**src/rtl/decoder_2_4_stream.sv**
```systemverilog
// Registered 2-to-4 decoder with valid/ready handshake and a 2-entry output skid buffer.
// Optional saturating invalid-word counter on err_count when DECODER_ERR_CNT_EN is defined.
module decoder_2_4_stream #(
    parameter  int unsigned IDX_W = 2,
    localparam int unsigned OUT_W = 2**IDX_W
) (
    input  logic             clk,
    input  logic             rst_n,
    input  logic [IDX_W-1:0] d_in,
    input  logic             invalid_input,
    input  logic             in_valid,
    output logic             in_ready,
    output logic [OUT_W-1:0] d_out,
    output logic             out_invalid,
    output logic             out_valid,
    input  logic             out_ready
`ifdef DECODER_ERR_CNT_EN
    ,
    output logic [7:0]       err_count
`endif
);

    typedef enum logic [1:0] {
        EMPTY = 2'd0,
        ONE   = 2'd1,
        TWO   = 2'd2
    } state_t;

    typedef struct packed {
        logic             inv;
        logic [OUT_W-1:0] word;
    } entry_t;

    state_t state;
    state_t state_next;
    entry_t head;
    entry_t head_next;
    entry_t tail;
    entry_t tail_next;
    entry_t in_entry;
    logic   valid_q;
    logic   valid_next;
    logic   accept;
    logic   pop;

    // Decode happens at accept so stored entries are already one-hot.
    always_comb begin
        in_entry.inv  = invalid_input;
        in_entry.word = invalid_input ? '0 : (OUT_W'(1) << d_in);
    end

    assign in_ready = (state != TWO);
    assign accept   = in_valid && in_ready;
    assign pop      = valid_q && out_ready;

    always_ff @(posedge clk or negedge rst_n) begin
        if (!rst_n) begin
            state   <= EMPTY;
            head    <= '0;
            tail    <= '0;
            valid_q <= 1'b0;
        end else begin
            state   <= state_next;
            head    <= head_next;
            tail    <= tail_next;
            valid_q <= valid_next;
        end
    end

    // Entry 0 (head) drives the outputs; entry 1 only fills under backpressure.
    always_comb begin
        state_next = state;
        head_next  = head;
        tail_next  = tail;
        valid_next = valid_q;
        case (state)
            EMPTY: begin
                if (accept) begin
                    head_next  = in_entry;
                    state_next = ONE;
                    valid_next = 1'b1;
                end
            end
            ONE: begin
                if (accept && pop) begin
                    head_next = in_entry;
                end else if (accept) begin
                    tail_next  = in_entry;
                    state_next = TWO;
                end else if (pop) begin
                    state_next = EMPTY;
                    valid_next = 1'b0;
                end
            end
            TWO: begin
                if (pop) begin
                    head_next  = tail;
                    state_next = ONE;
                end
            end
            default: begin
                state_next = EMPTY;
                valid_next = 1'b0;
            end
        endcase
    end

    assign d_out       = head.word;
    assign out_invalid = head.inv;
    assign out_valid   = valid_q;

`ifdef DECODER_ERR_CNT_EN
    localparam int unsigned ERR_W = 8;

    logic [ERR_W-1:0] err_q;

    // Saturating count of accepted invalid words; only reset clears it.
    always_ff @(posedge clk or negedge rst_n) begin
        if (!rst_n) begin
            err_q <= '0;
        end else if (accept && invalid_input && (err_q != '1)) begin
            err_q <= err_q + ERR_W'(1);
        end
    end

    assign err_count = err_q;
`endif

endmodule

```
**config.mk**
```make
export PLATFORM = sky130hd
export DESIGN_NAME = decoder_2_4_stream
export DESIGN_NICKNAME = d
export VERILOG_FILES = /design/src/rtl/decoder_2_4_stream.sv
export SDC_FILE = /design/constraint.sdc
export NUM_CORES = 1
export LEC_CHECK = 0
export ABC_CLOCK_PERIOD_IN_PS = 3310
export CAP_MARGIN = 20
export CORE_UTILIZATION = 41
export DETAILED_ROUTE_END_ITERATION = 7
export PLACE_DENSITY = 0.67
export SYNTH_ARGS = -nofsm -noshare
export SYNTH_HDL_FRONTEND = slang
export SYNTH_SLANG_ARGS = --single-unit
```
**constraint.sdc**
```tcl
create_clock -name clk -period 3.31 [get_ports clk]
set_input_delay 0.331 -clock clk [delete_from_list [all_inputs] [get_ports clk]]
set_output_delay 0.331 -clock clk [all_outputs]
set_load 0.02 [all_outputs]
```
-- Word level (Yosys, flattened, before mapping)
Cells that the tools add are included.
- bits in registers: 13
- input port bits: 7
- output and inout port bits: 7
- logic and storage cells: 44
- equal/unequal tests: 10
- shift operators: 1
- mux-type cells: 16
- bitwise operators: 2
- reduce and logical (&&, ||, !) cells: 9
- operator list (kind ; count):
    two-way mux 5 bit ; 3
    case mux 5 bit (3 select lines) ; 1
    inequality test 2 bit, second input constant ; 7
    two-way mux 2 bit ; 5
    AND reduction 4 bit ; 2
    case mux 2 bit (3 select lines) ; 1
    AND reduction 5 bit ; 1
    two-way mux 1 bit ; 4
    two-way mux 4 bit ; 1
    << shifter 1 x 2 -> 4 bit, first input constant ; 1
    logical AND 1 bit ; 3
    inequality test 3 bit, second input constant ; 1
    case mux 1 bit (3 select lines) ; 1
    AND reduction 3 bit ; 1
    nonzero test 3 bit ; 1
    == test 2 x 1 -> 1 bit, second input constant ; 1
    == test 2 bit, second input constant ; 1
    zero test 2 bit ; 1
    NOT 1 bit ; 2

-- Depth between registers and ports, before layout
Gate-level depths: netlist (run 1).
- depth after elaboration: 5
- gate-level depth with buffers: 4
- mapped depth without buffers: 3

-- Worst setup path after synthesis (run 1)
No wires, ideal clock.
- path type: reg2reg
- start point: reg state[0]
- end point: reg head, in the netlist d_out[0]
- library setup time: 125 ps
- data arrival time: 1243 ps
- required time: 3185 ps
- slack: 1942 ps
- cell stages (with the launch flop): 5
- path buffers: 1
- period minus slack after synthesis: 1368 ps
- path through: dfrtp_1 nand2b_1 buf_6 o211ai_4 mux2_2
- cells in the longest elaborated chain, start to end: 5
- elaborated cells between the ends (all ways): 12
- those cells by class: eq/ne (6); mux (1); reduce/logical (5)
- ends and longest elaborated chain (element ; line ; text):
    start: declaration ; 34 ; state_t state;
    start signal: assignment ; 63 ; state <= state_next;
    inequality test 2 bit * ; 52 ; assign in_ready = (state != TWO);
    named net in_ready ; 12 ; output logic in_ready,
    logical AND 1 bit * ; 53 ; assign accept = in_valid && in_ready;
    logical AND 1 bit ; 85 ; if (accept && pop) begin
    inequality test 2 bit (no source line) ; - ;
    AND reduction 4 bit (no source line) * ; - ;
    end signal: assignment ; 64 ; head <= head_next;
    end: declaration ; 36 ; entry_t head;
The timed path passes the listed nets; every way through them passes the cells marked *.
A chain may end at the register's enable or synchronous reset.

-- Final worst setup path (run 1)
- start point: reg state[1]
- end point: out in_ready
- cells in the longest elaborated chain, start to end: 1
- ends and longest elaborated chain (element ; line):
    inequality test 2 bit ; 52
    end: declaration ; 12
No other way between the ends.

==> flow_summary_export.csv, run 1 <==
group,metric,value,unit
run_status,status,"finished clean",
final_layout,layout-drive-gt1-share,0.308,
logic_synthesis,synth_top_family_by_area,"multiplexers",
timing,setup_viol,0,
die,num_io_pins,14,
power,cellLeakagePower,0.000362,µW
timing,slew_headroom,0.619,
timing,finalSetupTns,0,ps
die,row_count,14,
power,peakVddDrop,0.366,mV
logic_synthesis,yosysTopAreaCell,"dfrtp_1",
timing,period_share,0.634,
global_routing,grt_use_total,0.159,
critical_path,cp-start-kind,"flip-flop",
logic_synthesis,synth-compound-area-share,0.0724,
timing,finalHoldViolCount,0,
power,p_per_area,863,nW/µm²
die,die_w,42.0,µm
drt,first_iter_violations,1,
timing,fmax,0.477,GHz
critical_path,critPathRequiredTime,2980,ps
placement,hpwl,866,µm
clock_network,cts_hold_buf,0,
die,core,1510,µm²
timing,slew_violations,0,
drt,vias,441,
drt,vias_per_cell,5.44,
global_routing,grt.overflow.total,0,
timing,tightest_slew,570,ps
logic_synthesis,synth_top_area_frac,0.495,
clock_network,cts-resized-gates,0,
clock_network,post_cts_buffers,0,
critical_path,path_max_fanout,9,
critical_path,r2r_cells,3,
critical_path,arrival,1770,ps
drt,wire_per_inst,14.2,µm
final_layout,utilization,0.546,
logic_synthesis,avgSynthCellArea,13.4,µm²
final_layout,area_growth,25.1,%
logic_synthesis,ys_seq_elements,13,
final_layout,num_antenna_cells,0,
global_routing,grt_pass1_vias,450,
die,die_h,42.0,µm
logic_synthesis,synth-simple-area-share,0.143,
drt,drc,0,
power,total_power,710,µW
critical_path,timing.rr.start,"state[0]",
drt,ant_nets,0,
timing,rsz0062_at_grt,"false",
global_routing,antenna_found_initial,0,
run,drv_cap,0,
logic_synthesis,yosysSeqAreaShare,0.495,
clock_network,cts.sink_count,13,
global_routing,grt_first_pass_wirelength,2.07,mm
logic_synthesis,ys_top_cells_by_area,"dfrtp_1 (50%), mux2_2 (26%), o211ai_4 (3.2%), nor3b_1 (2.3%), nand2b_1 (1.9%)",
logic_synthesis,synth_nets,56,
clock_network,path_clk_slew,80,ps
clock_network,cts_buffers,3,
critical_path,crit_type,"flip-flop to output pin",
critical_path,r2r_setup_slack,1730,ps
logic_synthesis,synth_adder_area_share,0,
logic_synthesis,yosysWarnings,0,
min_path,hp-class,"input port to async pin",
logic_synthesis,syn_inst,49,
logic_synthesis,synth.cell_area,657,µm²
clock_network,htree_levels,1,
clock_network,clock-root-buffer,"clkbuf_4",
drt,drt_first_pass_iters,2,
placement,gp_congestion,0.770,
drt,wirelength,1.15,mm
logic_synthesis,yosys.cell_types.count,19,
logic_synthesis,synthMuxAreaShare,0.272,
clock_network,insertion_delay,270,ps
placement,portBuffers,13,
global_routing,grt_max_degree,14,
critical_path,end_kind,"output pin",
clock_network,cts_tree,"yes",
timing,min_period,2100,ps
final_layout,fin_nets,73,
logic_synthesis,synthXorXnorAreaFrac,0,
critical_path,r2r_end,"d_out[0]",
timing,fin_skew,5.34,ps
die,initial_utilization,0.436,
clock_network,clock_path_buffers,2,
die,die_area,1770,µm²
-- state kept, by name (all words and copies together) (netlist names) --
register     count
d_out            4
out_valid        1
state            2
tail             5
out_invalid      1
-- critical path: stages, from the launching register on --
cell	delay, ps
dfrtp_1	440
nand2b_1	370
clkdlybuf4s50_1	690
-- worst max path at each step --
stage | from | endpoint | slack, ps
final | state[1] | in_ready | 1210
after global routing | state[1] | in_ready | 1100
after CTS | state[1] | in_ready | 1210
after detailed placement | in_valid | d_out[0] | 1390
after global placement | in_valid | d_out[0] | 1400
after floorplan | state[0] | d_out[0] | 1940
-- through the flow --
stage          setup WS [ps]  hold slack, ps  area, µm²  instances
2_1_floorplan           1940            35.4        657         49
3_3_place_gp            1400             486        796         77
3_5_place_dp            1390             492        796         77
4_1_cts                 1210             445        822         81
5_1_grt                 1100             485        822         81
6_report                1210             421        822         81
-- per-layer routing --
metal | part of all wire | vias to the layer above | GRT usage
met5 | 0 | - | 0
met4 | 0.010 | 0 | 0.0750
met3 | 0.043 | 2 | 0.0474
met2 | 0.45 | 8 | 0.250
met1 | 0.49 | 215 | 0.202
li1 | - | 216 | -
-- layout make-up --
type	count	area (µm²)
fillers	136	684
repair buffers	13	130
multi-input cells	35	320
clock buffers	4	26.3
flip-flops and latches	13	325
well taps	16	20.0
-- layout by cell type (no fill, tap or decap), drive strengths merged --
cell type / synthesis / final
a21boi: 1 / 1
and2: 1 / 1
and2b: 1 / 1
and3b: 1 / 1
clkbuf: 0 / 4
clkdlybuf4s50: 0 / 13
dfrtp: 13 / 13
mux2: 15 / 15
mux2i: 1 / 1
nand2: 2 / 2
nand2b: 2 / 2
nand3b: 1 / 1
nand4b: 1 / 1
nor2: 1 / 1
nor3: 1 / 1
nor3b: 2 / 2
o211ai: 1 / 1
o21ai: 2 / 2
o221ai: 1 / 1
or3b: 1 / 1
-- synthesized netlist by cell type, drive strengths merged --
library cell and n:
o221ai 1, mux2i 1, mux2 15, dfrtp 13
nor3 1, nor2 1, nor3b 2, nand2b 2
and2b 1, and2 1, nand3b 1, nand4b 1
and3b 1, buf 1, a21boi 1, nand2 2
o211ai 1, or3b 1, o21ai 2
-- where the power goes --
| group | switching (µW) | leakage (µW) | internal, µW |
|---|---|---|---|
| Clock | 49.7 | 0.0000150 | 46.6 |
| Sequential | 49.4 | 0.000167 | 235 |
| Combinational | 145 | 0.000180 | 184 |
| Total | 245 | 0.000362 | 465 |
-- cell families after synthesis --
kind of cell | Yosys count
compound gates | 5
simple gates | 14
mux | 16
buf+inv | 1
flops | 13
Note: power is estimated with default switching activity, not from simulation.
==> run 2: changes to the inputs <==
--- a/config.mk
+++ b/config.mk
@@ -5,11 +5,11 @@
 export SDC_FILE = /design/constraint.sdc
 export NUM_CORES = 1
 export LEC_CHECK = 0
-export ABC_CLOCK_PERIOD_IN_PS = 3310
+export ABC_CLOCK_PERIOD_IN_PS = 1750
 export CAP_MARGIN = 20
 export CORE_UTILIZATION = 41
 export DETAILED_ROUTE_END_ITERATION = 7
-export PLACE_DENSITY = 0.67
+export PLACE_DENSITY = 0.69
 export SYNTH_ARGS = -nofsm -noshare
 export SYNTH_HDL_FRONTEND = slang
 export SYNTH_SLANG_ARGS = --single-unit
==> constraint.sdc (replaced) <==
create_clock -name clk -period 1.75 [get_ports clk]
set_input_delay 0.175 -clock clk [delete_from_list [all_inputs] [get_ports clk]]
set_output_delay 0.175 -clock clk [all_outputs]
set_load 0.02 [all_outputs]
==> run 2 against run 1 <==
Against the previous run:
- critical path depth unchanged
- global-route usage increased by 0.96 points
- worst setup slack got worse by 1100 ps
- clock-buffer cell count unchanged
- wire length increased by 4.7%
- core utilization increased by 1.0 points
- first-iteration DRC count unchanged
- die area unchanged
- non-clock buffer count increased by 2
- largest power group unchanged
==> flow_summary_export.csv, run 2 (synthesis results as in run 1) <==
group,metric,value,unit
run_status,status,"finished clean",
global_routing,grt_pass1_vias,460,
timing,tightest_slew,590,ps
drt,wire_per_inst,14.5,µm
timing,slew_headroom,0.606,
critical_path,cpMaxStageDelayCell,"clkdlybuf4s50_1",
global_routing,grt_first_pass_wirelength,2.15,mm
timing,min_period,1620,ps
die,row_count,14,
critical_path,r2r_end,"d_out[3]",
timing,rsz0062_at_grt,"false",
timing,layout_setup_ws,127,ps
critical_path,max_stage_delay,610,ps
critical_path,critPathLaunch,"state[0]",
clock_network,insertion_delay,280,ps
timing,fin_skew,8.27,ps
placement,dpl_worst_slack,85.8,ps
final_layout,final_cell_mix,"mux2_2 (15), dfrtp_1 (13), clkdlybuf4s50_1 (13)",
clock_network,htree_levels,1,
final_layout,largest_reg_flops,5,
power,p_per_area,1630,nW/µm²
timing,fin_hold_ws,259,ps
power,switching_share,0.347,
global_routing,antenna_found_initial,0,
clock_network,cts_hold_buf,0,
placement,portBuffers,13,
timing,finalSetupTns,0,ps
global_routing,grt_use_total,0.169,
drt,vias_per_cell,5.51,
clock_network,cts-resized-gates,0,
drt,vias,457,
timing,finalHoldViolCount,0,
global_routing,grt_max_degree,14,
critical_path,crit_type,"flip-flop to output pin",
critical_path,critPathRequiredTime,1570,ps
timing,fmax,0.616,GHz
die,num_io_pins,14,
clock_network,clock-root-buffer,"clkbuf_4",
final_layout,layout-drive-gt1-share,0.328,
power,p_clk_frac,0.140,
power,internal_power,892,µW
critical_path,arrival,1450,ps
min_path,hp-class,"input port to async pin",
power,p_comb_frac,0.465,
power,power_switching,474,µW
final_layout,final_cells,83,
critical_path,cp-endpoint,"in_ready",
clock_network,clock_path_buffers,2,
critical_path,end_kind,"output pin",
drt,drc,0,
die,initial_utilization,0.436,
clock_network,cts_buffers,3,
die,die_area,1770,µm²
die,die_w,42.0,µm
clock_network,post_cts_buffers,0,
power,peakVddDrop,0.841,mV
critical_path,path_cells,"nand2b_1 > clkdlybuf4s50_1",
run,drv_cap,0,
timing,setup_viol,0,
critical_path,cp-start-kind,"flip-flop",
drt,drt_first_pass_iters,4,
critical_path,r2r_cells,4,
final_layout,utilization,0.556,
power,cellLeakagePower,0.000372,µW
final_layout,area_growth,27.4,%
placement,placed_cells,79,
final_layout,final_common_cell,"mux2_2",
critical_path,r2r_setup_slack,230,ps
clock_network,path_clk_slew,80,ps
die,die_h,42.0,µm
critical_path,path_max_fanout,4,
clock_network,cts_tree,"yes",
final_layout,fin_nets,75,
drt,wirelength,1.21,mm
final_layout,top_register,"tail",
power,power_frac_seq,0.396,
global_routing,grt.overflow.total,0,
timing,period_share,0.927,
die,core,1510,µm²
clock_network,cts.sink_count,13,
drt,first_iter_violations,1,
placement,gp_congestion,0.778,
timing,slew_violations,0,
critical_path,timing.rr.start,"state[0]",
final_layout,num_antenna_cells,0,
placement,hpwl,905,µm
drt,ant_nets,0,
==> run 2: cell types whose count changed in the layout (fill, tap and decap cells not counted), sizes merged <==
cell  previous run  this run
buf              0         2
==> run 2: cell type report <==
type,instances,area (µm²)
Tap cell,16,20.0
Fill cell,133,669
Multi-Input combinational cell,35,320
Sequential cell,13,325
Timing Repair Buffer,15,145
Clock buffer,4,26.3
==> run 2: power groups by stage <==
stage	Clock (µW)	Sequential (µW)	Combinational [µW]
6_report	191	540	635
5_1_grt	216	564	684
4_1_cts	194	544	644
3_5_place_dp	0	551	643
3_3_place_gp	0	542	636
2_1_floorplan	0	604	349
==> run 2: layer usage <==
| metal | track usage | vias to the layer above | part of all wire |
|---|---|---|---|
| met2 | 0.256 | 12 | 0.48 |
| met1 | 0.215 | 223 | 0.46 |
| met5 | 0 | - | 0 |
| met4 | 0.113 | 0 | 0.022 |
| li1 | - | 218 | - |
| met3 | 0.0388 | 4 | 0.032 |
==> run 2: how the worst min path moves through the flow <==
stage                           to  slack (ps)  cells past startpoint
after global placement     tail[0]         490                      1
final                      tail[2]         260                      1
after CTS                  tail[2]         280                      1
after detailed placement   tail[1]         490                      1
after floorplan           d_out[0]        -120                      0
after global routing       tail[2]         320                      1
==> run 2: critical path, delay by kind of cell, from the launching register on <==
family / cells / cell delay (ps)
DFF: 1 / 390
and+or+nand+nor: 1 / 160
buffers and inverters: 1 / 610
==> run 2: per-stage QoR <==
step	power (µW)	cell area [µm²]
floorplan	953	657
detailed placement	1190	811
CTS	1380	837
finish	1370	837
global route	1460	837
global placement	1180	811
